[config.mk]
export PLATFORM = sky130hd
export DESIGN_NAME = uart_program_loader
export DESIGN_NICKNAME = d
export VERILOG_FILES = /design/src/rtl/uart_program_loader.sv
export SDC_FILE = /design/constraint.sdc
export NUM_CORES = 1
export LEC_CHECK = 0
export CAP_MARGIN = 0
export CORE_ASPECT_RATIO = 0.75
export CORE_UTILIZATION = 40
export CTS_CLUSTER_DIAMETER = 150
export DETAILED_ROUTE_END_ITERATION = 16
export MAX_ROUTING_LAYER = met4
export PLACE_DENSITY = 0.7
export SYNTH_ARGS = -nofsm -noshare
export SYNTH_HDL_FRONTEND = slang
export SYNTH_SLANG_ARGS = --single-unit
[constraint.sdc]
create_clock -name Clk -period 4.9 [get_ports Clk]
set_input_delay 0.98 -clock Clk [delete_from_list [all_inputs] [get_ports Clk]]
set_output_delay 0.98 -clock Clk [all_outputs]
set_load 0.02 [all_outputs]
[src/rtl/uart_program_loader.sv]
`default_nettype none
// ============================================================================
// Module   : uart_program_loader
// Purpose  : Receives a program image over an 8N1 UART line and writes it,
//            one byte per address, into an instruction memory. A load is
//            started (or restarted) with Load and completes after Depth
//            valid bytes, signalled by a one-cycle Done pulse.
// Ports    : Clk      - clock, rising edge
//            Reset    - synchronous active-high reset
//            Load     - start/restart a program load
//            RX       - asynchronous serial input, idle high
//            Wr_en    - one-cycle instruction-memory write strobe
//            Wr_addr  - write address
//            Wr_data  - received byte (holds when Wr_en is low)
//            Busy     - load in progress
//            Done     - pulses with the final write of a load
//            FE       - sticky framing-error flag
// Revision : 1.0 - initial release
// ============================================================================
module uart_program_loader #(
  parameter int Baudrate = 24,
  parameter int Depth    = 32
) (
  input  logic       Clk,
  input  logic       Reset,
  input  logic       Load,
  input  logic       RX,
  output logic       Wr_en,
  output logic [4:0] Wr_addr,
  output logic [7:0] Wr_data,
  output logic       Busy,
  output logic       Done,
  output logic       FE
);

  localparam int              CNT_W     = $clog2(Baudrate);
  localparam logic [CNT_W-1:0] HALF_LAST = CNT_W'(Baudrate / 2 - 1);
  localparam logic [CNT_W-1:0] BIT_LAST  = CNT_W'(Baudrate - 1);
  localparam logic [4:0]       ADDR_LAST = 5'(Depth - 1);

  typedef enum logic [2:0] {
    IDLE  = 3'd0,
    HUNT  = 3'd1,
    START = 3'd2,
    DATA  = 3'd3,
    STOP  = 3'd4,
    BREAK = 3'd5
  } state_t;

  state_t           state_q, state_d;
  logic             rx_s1_q, rx_s2_q;
  logic [CNT_W-1:0] cnt_q, cnt_d;
  logic [2:0]       bit_q, bit_d;
  logic [7:0]       shift_q, shift_d;
  logic             wr_en_q, wr_en_d;
  logic [4:0]       addr_q, addr_d;
  logic [7:0]       data_q, data_d;
  logic             busy_q, busy_d;
  logic             done_q, done_d;
  logic             fe_q, fe_d;
  logic             rx;

  assign rx = rx_s2_q;

  always_comb begin
    state_d = state_q;
    cnt_d   = cnt_q;
    bit_d   = bit_q;
    shift_d = shift_q;
    wr_en_d = 1'b0;
    done_d  = 1'b0;
    addr_d  = addr_q;
    data_d  = data_q;
    fe_d    = fe_q;

    // The address advances the cycle after a strobe, except after the final
    // strobe of a load, where it parks on the last address.
    if (wr_en_q && !done_q) begin
      addr_d = addr_q + 5'd1;
    end

    case (state_q)
      IDLE: begin
      end
      HUNT: begin
        if (!rx) begin
          state_d = START;
          cnt_d   = '0;
        end
      end
      START: begin
        // Re-check the line at mid start bit to reject short glitches.
        if (cnt_q == HALF_LAST) begin
          cnt_d   = '0;
          bit_d   = 3'd0;
          state_d = rx ? HUNT : DATA;
        end else begin
          cnt_d = cnt_q + 1'b1;
        end
      end
      DATA: begin
        if (cnt_q == BIT_LAST) begin
          cnt_d   = '0;
          shift_d = {rx, shift_q[7:1]};
          bit_d   = bit_q + 3'd1;
          if (bit_q == 3'd7) begin
            state_d = STOP;
          end
        end else begin
          cnt_d = cnt_q + 1'b1;
        end
      end
      STOP: begin
        if (cnt_q == BIT_LAST) begin
          cnt_d = '0;
          if (rx) begin
            wr_en_d = 1'b1;
            data_d  = shift_q;
            if (addr_q == ADDR_LAST) begin
              done_d  = 1'b1;
              state_d = IDLE;
            end else begin
              state_d = HUNT;
            end
          end else begin
            fe_d    = 1'b1;
            state_d = BREAK;
          end
        end else begin
          cnt_d = cnt_q + 1'b1;
        end
      end
      BREAK: begin
        // A held-low line must return high before a new start bit counts.
        if (rx) begin
          state_d = HUNT;
        end
      end
      default: begin
        state_d = IDLE;
      end
    endcase

    // Load overrides everything, including a write due this cycle.
    if (Load) begin
      state_d = HUNT;
      cnt_d   = '0;
      bit_d   = 3'd0;
      wr_en_d = 1'b0;
      done_d  = 1'b0;
      addr_d  = 5'd0;
      data_d  = data_q;
      fe_d    = 1'b0;
    end

    busy_d = (state_d != IDLE);
  end

  always_ff @(posedge Clk) begin
    if (Reset) begin
      state_q <= IDLE;
      rx_s1_q <= 1'b1;
      rx_s2_q <= 1'b1;
      cnt_q   <= '0;
      bit_q   <= 3'd0;
      shift_q <= 8'd0;
      wr_en_q <= 1'b0;
      addr_q  <= 5'd0;
      data_q  <= 8'd0;
      busy_q  <= 1'b0;
      done_q  <= 1'b0;
      fe_q    <= 1'b0;
    end else begin
      state_q <= state_d;
      rx_s1_q <= RX;
      rx_s2_q <= rx_s1_q;
      cnt_q   <= cnt_d;
      bit_q   <= bit_d;
      shift_q <= shift_d;
      wr_en_q <= wr_en_d;
      addr_q  <= addr_d;
      data_q  <= data_d;
      busy_q  <= busy_d;
      done_q  <= done_d;
      fe_q    <= fe_d;
    end
  end

  assign Wr_en   = wr_en_q;
  assign Wr_addr = addr_q;
  assign Wr_data = data_q;
  assign Busy    = busy_q;
  assign Done    = done_q;
  assign FE      = fe_q;

endmodule
`default_nettype wire

==> summary.md, run 1 <==
| Metric | Value |
|---|---|
| Ys async rst share | 0% |
| Diodes inserted | 0 |
| Synth area leaders | dfxtp_1 (45%), mux2i_1 (6.5%), nor2_1 (6.2%) |
| Initial antenna violation count | 0 |
| Crit path capture type | register |
| Pwr Total | 0.597 mW |
| Max_slew headroom | 48.7% |
| Area growth syn-to-layout | 18.7% |
| Crit path DAT | 2790 ps |
| Most frequent cells after synthesis | dfxtp_1 (38), nor2_1 (28), nand2_1 (21) |
| CP max stage delay | 800 ps |
| Final hold vios | 0 |
| Final Wtd Congestion | 0.892 |
| Worst path top cell family by delay | buffers and inverters |
| Cells after Synth | 195 |
| Outcome | finished, final reports clean |
| Clock Skew | 7.04 ps |
| Crit path launch type | input port |
| Worst path bufs/invs | 1 |
| Die Width | 77.2 um |
| Core footprint | 0.00405 mm^2 |
| CTS HTree Levels | 2 |
| Peak VDD IR | 0.145 mV |
| Max Root-Sink Buffers | 2 |
| CP max stage cell | clkdlybuf4s50_1 |
| WL final | 3260 um |
| Post-Syn Area | 0.00170 mm^2 |
| Wire per inst | 12.3 um |
| Drt pass-1 iters | 4 |
| Post-CTS Setup Bufs | 0 |
| MaxCap Viol Count | 0 |
| Total gr overflow | 0 |
| Req. time, crit path | 5100 ps |
| CP Max Fanout | 23 |
| Max Fclk | 387 MHz |
| Register area share after synthesis | 44.9% |
| Post-synth cell types | 42 |
| WS Path Type | in2reg |
| # hold bufs at CTS | 0 |
| Hold Crit Class | reg2reg |
| Vias per inst | 5.24 |
| CTS root buf | clkbuf_8 |
| Yosys reg bits | 38 |
| Final cycle utilization of the critical path | 52.8% |
| Clock latency on the worst-skew pair | 290 ps |
| CTS tree | yes |
| Core Rows | 20 |
| Cell area power density | 297 mW/mm^2 |
| Post-Syn Nets | 204 |
| Final Max Tran Viols | 0 |
| Antenna-violating nets left | 0 |
| Die area | 0.00451 mm^2 |
| Detailed Place HPWL | 2240 um |
| Initial detailed-routing violation count | 73 |
| Total clock buffers created by CTS | 5 |
| Unrepaired setup endpoints after global routing | no |
| Clk slew on worst S/H paths | 70 ps |
| Yosys warning total | 0 |
| Setup violators final | 0 |
| Post-cts resize count | 0 |
| Vias in the first global route | 1157 |
| CP dominant cell by count | o21ai_0 |
| Die height | 58.4 um |
| Final Critical Period | 2590 ps |
| Post-Syn Area per Cell | 8.69 um^2 |
| Ports | 21 |
| Post-synth top area cell | dfxtp_1 |
| Post-route core utilization | 49.7% |
| Largest net degree at the start of global routing | 24 |
| Initial Util | 41.8% |
| First-pass GRT wire length | 5490 um |
| EDFF count, synth | 0 |
| Setup_tns | 0 ps |
| Hold Slack | 414 ps |
| Via count | 1384 |
| Drt drc | 0 |
| Nets | 218 |
| Most numerous cell in the Yosys netlist | dfxtp_1 |
| Prevailing post-synth register cell | dfxtp_1 |
| Post-synth top area share | 44.9% |
| Tot GR Track Use | 16.3% |
| Port buffer count | 20 |
| Least-Margin Pin Slew | 767 ps |
| Leak | 0.701 nW |
| Layout cells sized above 1 | 7.66% |
| Clk sink count | 38 |
| Fill count | 386 |
| Cell Chain, Critical Path | clkdlybuf4s50_1 > or2_2 > a21oi_1 > o21ai_0 > o21ai_0 |
[report_power, final]
group          leakage (nW)  internal (mW)  total, mW  switching (mW)
Clock                0.0573          0.163      0.265           0.102
Sequential            0.307          0.311      0.314         0.00365
Combinational         0.336        0.00670     0.0178          0.0111
[per-stage QoR]
step	instance area, um^2	worst slack [ps]	instances
6_report	2010	2310	264
5_1_grt	2010	2050	264
4_1_cts	2010	2320	264
3_5_place_dp	1900	2020	257
3_3_place_gp	1900	2040	257
2_1_floorplan	1700	3120	195
[state kept, by name, summed over array words and instances (netlist names), 3 cells and up]
register	cells
Wr_data	8
shift_q	8
Wr_addr	5
cnt_q	5
bit_q	3
state_q	3
[cell families (layout without fill, tap and decap cells)]
logic type / Yosys count / in the layout / share of synthesized area, %
AND/OR/NAND/NOR: 80 / 80 / 24.2
multiplexers: 12 / 12 / 7.16
adder cells (fa/ha/maj): 5 / 5 / 3.69
AO/OA/AOI/OAI: 41 / 41 / 14.1
buffers and inverters: 16 / 30 / 4.43
XOR/XNOR: 3 / 3 / 1.55
flip-flops: 38 / 38 / 44.9
[cell usage in the layout (no fill, tap or decap), types with 2 or more instances in the layout]
| cell type | instances |
|---|---|
| dfxtp_1 | 38 |
| nor2_1 | 28 |
| nand2_1 | 21 |
| clkdlybuf4s50_1 | 20 |
| o21ai_0 | 15 |
| a21oi_1 | 14 |
| mux2i_1 | 11 |
| clkbuf_8 | 6 |
| ha_1 | 5 |
| nor2b_1 | 4 |
| nand3_1 | 4 |
| inv_1 | 3 |
| or2_2 | 3 |
| nand4_1 | 3 |
| and2_1 | 3 |
| o31ai_1 | 2 |
| nor3_1 | 2 |
| a31oi_1 | 2 |
| xor2_1 | 2 |
| nor3b_1 | 2 |
| o22ai_1 | 2 |
[final timing paths]
check                                start    endpoint  slack, ps  depth (start not counted)
worst max register to register  state_q[1]  shift_q[2]       2610                          5
worst min-delay path               rx_s1_q          rx        410                          1
worst min register to register     rx_s1_q          rx        410                          1
worst max-delay path                 Reset        Busy       2310                          5
[routing by layer]
layer,part of all wire [%],GRT usage [%],vias up
met3,6.0,4.19,6
met4,1.6,7.82,0
li1,-,-,706
met2,41,21.7,51
met1,51,22.7,621
met5,0,-,-
[layout make-up]
cell class	count	area [um^2]	area share [%]
Multi-Input combinational cell	141	860	42.7
Tap cell	55	68.8	3.42
Clock buffer	6	82.6	4.10
Sequential cell	38	761	37.8
Inverter	3	11.3	0.559
Timing Repair Buffer	20	200	9.94
Clock inverter	1	30.0	1.49
(Power assumes the default switching activity.)
==> inputs of run 2 (changes only) <==
clock period = 2.6 ns   (was 4.9 ns; I/O delays follow)
==> summary.md, run 2 (synthesis gave the netlist of run 1 again) <==
| Metric | Value |
|---|---|
| Peak VDD IR | 0.312 mV |
| Worst path top cell family by delay | simple AND/OR/NAND/NOR gates |
| Clk sink count | 38 |
| Fin area | 0.00204 mm^2 |
| Final hold vios | 0 |
| # hold bufs at CTS | 0 |
| Initial Util | 41.8% |
| Initial antenna violation count | 0 |
| Ports | 21 |
| Final Max Tran Viols | 0 |
| Clock latency on the worst-skew pair | 280 ps |
| CP endpoint | Wr_data[1] |
| Port buffer count | 20 |
| Detailed Place HPWL | 2280 um |
| Area growth syn-to-layout | 20.5% |
| Drt drc | 0 |
| Vias per inst | 5.00 |
| Reg2Reg Depth | 6 |
| Setup crit start | cnt_q[0] |
| Core Rows | 20 |
| Least-Margin Pin Slew | 610 ps |
| Final cycle utilization of the critical path | 74.3% |
| Flop2flop setup slack | 670 ps |
| CTS HTree Levels | 2 |
| Hold Slack | 425 ps |
| Antenna-violating nets left | 0 |
| CP Max Fanout | 8 |
| CP max stage delay | 450 ps |
| Vias in the first global route | 1158 |
| CP max stage cell | nor3_4 |
| Diodes inserted | 0 |
| Post-DP Area | 0.00193 mm^2 |
| Max Fclk | 518 MHz |
| Initial detailed-routing violation count | 74 |
| Via count | 1339 |
| Setup violators final | 0 |
| Crit path DAT | 2100 ps |
| FF/Latch Area | 761 um^2 |
| Worst path bufs/invs | 0 |
| Core footprint | 0.00405 mm^2 |
| Die Width | 77.2 um |
| Post-route core utilization | 50.4% |
| Cell Chain, Critical Path | ha_1 > and4b_4 > nand2_2 > nor3_4 > mux2i_1 > nor2_1 |
| Max_slew headroom | 59.0% |
| Outcome | finished, final reports clean |
| CTS tree | yes |
| Multi-input gate area | 860 um^2 |
| Final Wtd Congestion | 0.829 |
| Final Critical Period | 1930 ps |
| Largest net degree at the start of global routing | 23 |
| Most frequent cells in the layout | dfxtp_1 (38), nor2_1 (28), nand2_1 (21), clkdlybuf4s50_1 (20), o21ai_0 (15) |
| MaxCap Viol Count | 0 |
| WL final | 3320 um |
| Req. time, crit path | 2770 ps |
| Clock Skew | 2.64 ps |
| Total clock buffers created by CTS | 5 |
| Clk slew on worst S/H paths | 70 ps |
| Met3 Usage GRT | 4.65% |
| Worst r2r dst | Wr_data[1] |
| Tot GR Track Use | 16.3% |
| Most common cell after layout, fill and taps aside | dfxtp_1 |
| Grt met1 use | 22.3% |
| Crit path capture type | register |
| Global-route track usage on met2 | 23.0% |
| Setup_tns | 0 ps |
| Total gr overflow | 0 |
| GRT Max-Usage Layer | met2 |
| Critical path depth | 6 |
| Fill count | 413 |
| Crit path launch type | register |
| Layout cells sized above 1 | 9.39% |
| Nets | 222 |
| Hold Crit Class | reg2reg |
| Pwr Total | 1.12 mW |
| WS Path Type | reg2reg |
| Drt pass-1 iters | 4 |
| Leak | 0.719 nW |
| Wire per inst | 12.4 um |
| Post-cts resize count | 0 |
| Cell area power density | 550 mW/mm^2 |
| Unrepaired setup endpoints after global routing | no |
| Die area | 0.00451 mm^2 |
| RR Startpoint | cnt_q[0] |
| First-pass GRT wire length | 5500 um |
| Max Root-Sink Buffers | 2 |
| Die height | 58.4 um |
| Post-CTS Setup Bufs | 0 |
| CTS root buf | clkbuf_8 |
## run 2: how the worst min path moves through the flow
| stage | slack [ps] | cells after the start | from | to |
|---|---|---|---|---|
| CTS | 430 | 1 | rx_s1_q | rx |
| global route | 450 | 1 | rx_s1_q | rx |
| global placement | 400 | 1 | rx_s1_q | rx |
| floorplan | 390 | 1 | rx_s1_q | rx |
| detailed placement | 410 | 1 | rx_s1_q | rx |
| finish | 420 | 1 | rx_s1_q | rx |
## run 2: routing by layer
layer | vias to the layer above | routed length [um] | part of all wire, %
met5 | - | 0 | 0
met3 | 4 | 116 | 3.5
li1 | 709 | - | -
met2 | 20 | 1330 | 40
met4 | 0 | 22 | 0.66
met1 | 606 | 1850 | 56
## run 2: power breakdown
| part | internal, mW | leakage [nW] | total (mW) | switching (mW) |
|---|---|---|---|---|
| Sequential | 0.586 | 0.307 | 0.593 | 0.00679 |
| Clock | 0.307 | 0.0573 | 0.496 | 0.189 |
| Combinational | 0.0139 | 0.355 | 0.0353 | 0.0215 |
## run 2: layout make-up
| cell class | instances | share of cell area, % |
|---|---|---|
| inverter | 3 | 0.551 |
| tap | 55 | 3.37 |
| multi-input combinational | 141 | 42.1 |
| clock buffer | 6 | 4.04 |
| clock inverter | 1 | 1.47 |
| timing repair buffer | 24 | 11.3 |
| sequential | 38 | 37.2 |
## run 2: per-stage QoR
stage | setup WS [ps] | cells
floorplan | 941 | 195
global route | 543 | 268
detailed placement | 559 | 261
finish | 669 | 268
CTS | 648 | 268
global placement | 552 | 261
==> inputs of run 3 (changes only) <==
PLACE_DENSITY = 0.72   (was 0.7)
clock period = 1.7 ns   (was 2.6 ns; I/O delays follow)
==> summary.md, run 3 (synthesis gave the netlist of run 1 again) <==
| Metric | Value |
|---|---|
| Initial Util | 41.8% |
| Max Root-Sink Buffers | 2 |
| Max_slew headroom | 71.0% |
| Post-route core utilization | 54.2% |
| Worst path bufs/invs | 1 |
| Initial antenna violation count | 0 |
| WL final | 3550 um |
| Crit path capture type | output pin |
| Port buffer count | 20 |
| Least-Margin Pin Slew | 431 ps |
| Tot GR Track Use | 17.3% |
| Cell Chain, Critical Path | clkdlybuf4s50_1 |
| Leak | 0.815 nW |
| Hold Crit Class | reg2reg |
| Cell area power density | 787 mW/mm^2 |
| Crit path launch type | register |
| Wire per inst | 12.6 um |
| Drt pass-1 iters | 5 |
| MaxCap Viol Count | 0 |
| Crit path DAT | 1300 ps |
| CTS root buf | clkbuf_8 |
| Pwr Total | 1.73 mW |
| Clk slew on worst S/H paths | 70 ps |
| Total clock buffers created by CTS | 5 |
| Most common cell after layout, fill and taps aside | dfxtp_1 |
| Core Rows | 20 |
| Die area | 0.00451 mm^2 |
| Placed Cells | 273 |
| Max Fclk | 611 MHz |
| Vias in the first global route | 1234 |
| Clock Skew | 5.02 ps |
| Final hold vios | 0 |
| Worst path top cell family by delay | buffers and inverters |
| CP Max Fanout | 4 |
| Final Critical Period | 1640 ps |
| Ports | 21 |
| Vias per inst | 5.12 |
| Antenna-violating nets left | 0 |
| Layout cells sized above 1 | 18.1% |
| Finished Layout Cells | 282 |
| Initial detailed-routing violation count | 50 |
| Setup violators final | 0 |
| Flop2flop setup slack | 90 ps |
| Drt drc | 0 |
| Clk sink count | 38 |
| CTS tree | yes |
| Nets | 236 |
| First-pass GRT wire length | 5870 um |
| Largest net degree at the start of global routing | 21 |
| Clock latency on the worst-skew pair | 280 ps |
| Die height | 58.4 um |
| Total gr overflow | 0 |
| Final Max Tran Viols | 0 |
| Final Wtd Congestion | 0.936 |
| CP max stage cell | clkdlybuf4s50_1 |
| Core footprint | 0.00405 mm^2 |
| Peak VDD IR | 0.333 mV |
| Die Width | 77.2 um |
| WS Path Type | reg2out |
| Req. time, crit path | 1360 ps |
| Detailed Place HPWL | 2550 um |
| Final cycle utilization of the critical path | 96.3% |
| Via count | 1445 |
| Outcome | finished, final reports clean |
| CP max stage delay | 620 ps |
| Diodes inserted | 0 |
| Area growth syn-to-layout | 29.7% |
| Most frequent cells in the layout | dfxtp_1 (35), nor2_1 (28), nand2_1 (21), clkdlybuf4s50_1 (19), buf_4 (16) |
| CTS HTree Levels | 2 |
run 3: worst paths after layout:
kind,start,depth (start not counted),endpoint
worst max-delay path,Wr_addr[2],1,Wr_addr[2]
worst min register to register,rx_s1_q,1,rx
worst min-delay path,rx_s1_q,1,rx
worst max register to register,bit_q[0],7,Busy
run 3: repair_timing:
item                                    CTS  global route
hold buffers                              0             0
buffers inserted                          0             2
pin swaps                                 0             3
resized for setup                         1            12
endpoints found under the setup margin    3            16
run 3: routing by layer:
metal  share of wire [%]  track usage [%]  vias to the layer above
met5                   0                -                        -
met4                0.82             5.66                        0
met3                 4.9             4.81                        5
met2                  42             23.1                       36
met1                  53             24.8                      667
li1                    -                -                      737
run 3: per-stage QoR:
| step | instance area [um^2] | hold WS [ps] | setup WS, ps | setup TNS [ps] |
|---|---|---|---|---|
| final | 2200 | 415 | 63.7 | 0 |
| after CTS | 2150 | 420 | 6.26 | 0 |
| after detailed placement | 2030 | 399 | -0.321 | -0.321 |
| after floorplan | 1700 | 389 | 40.6 | 0 |
| after global routing | 2200 | 431 | -60.1 | -60.1 |
| after global placement | 2030 | 402 | 48.7 | 0 |
run 3: worst reg2reg max path, delay by kind of cell, from the launching register on:
family | cells | cell delay [ps]
compound gates | 3 | 540
fa+ha+maj | 2 | 300
flops | 1 | 350
simple gates | 2 | 290
run 3: where the power goes:
group          internal [mW]  switching, mW  leakage, nW  total (mW)
Sequential             0.896        0.00915        0.308       0.905
Combinational         0.0294         0.0366        0.450      0.0661
Clock                  0.469          0.289       0.0573       0.758
run 3: layout make-up:
| class | count | area, um^2 |
|---|---|---|
| fill | 391 | 1860 |
| multi-input combinational | 141 | 887 |
| clock inverter | 1 | 30.0 |
| tap | 55 | 68.8 |
| clock buffer | 6 | 82.6 |
| timing repair buffer | 38 | 354 |
| inverter | 3 | 11.3 |
| sequential | 38 | 764 |
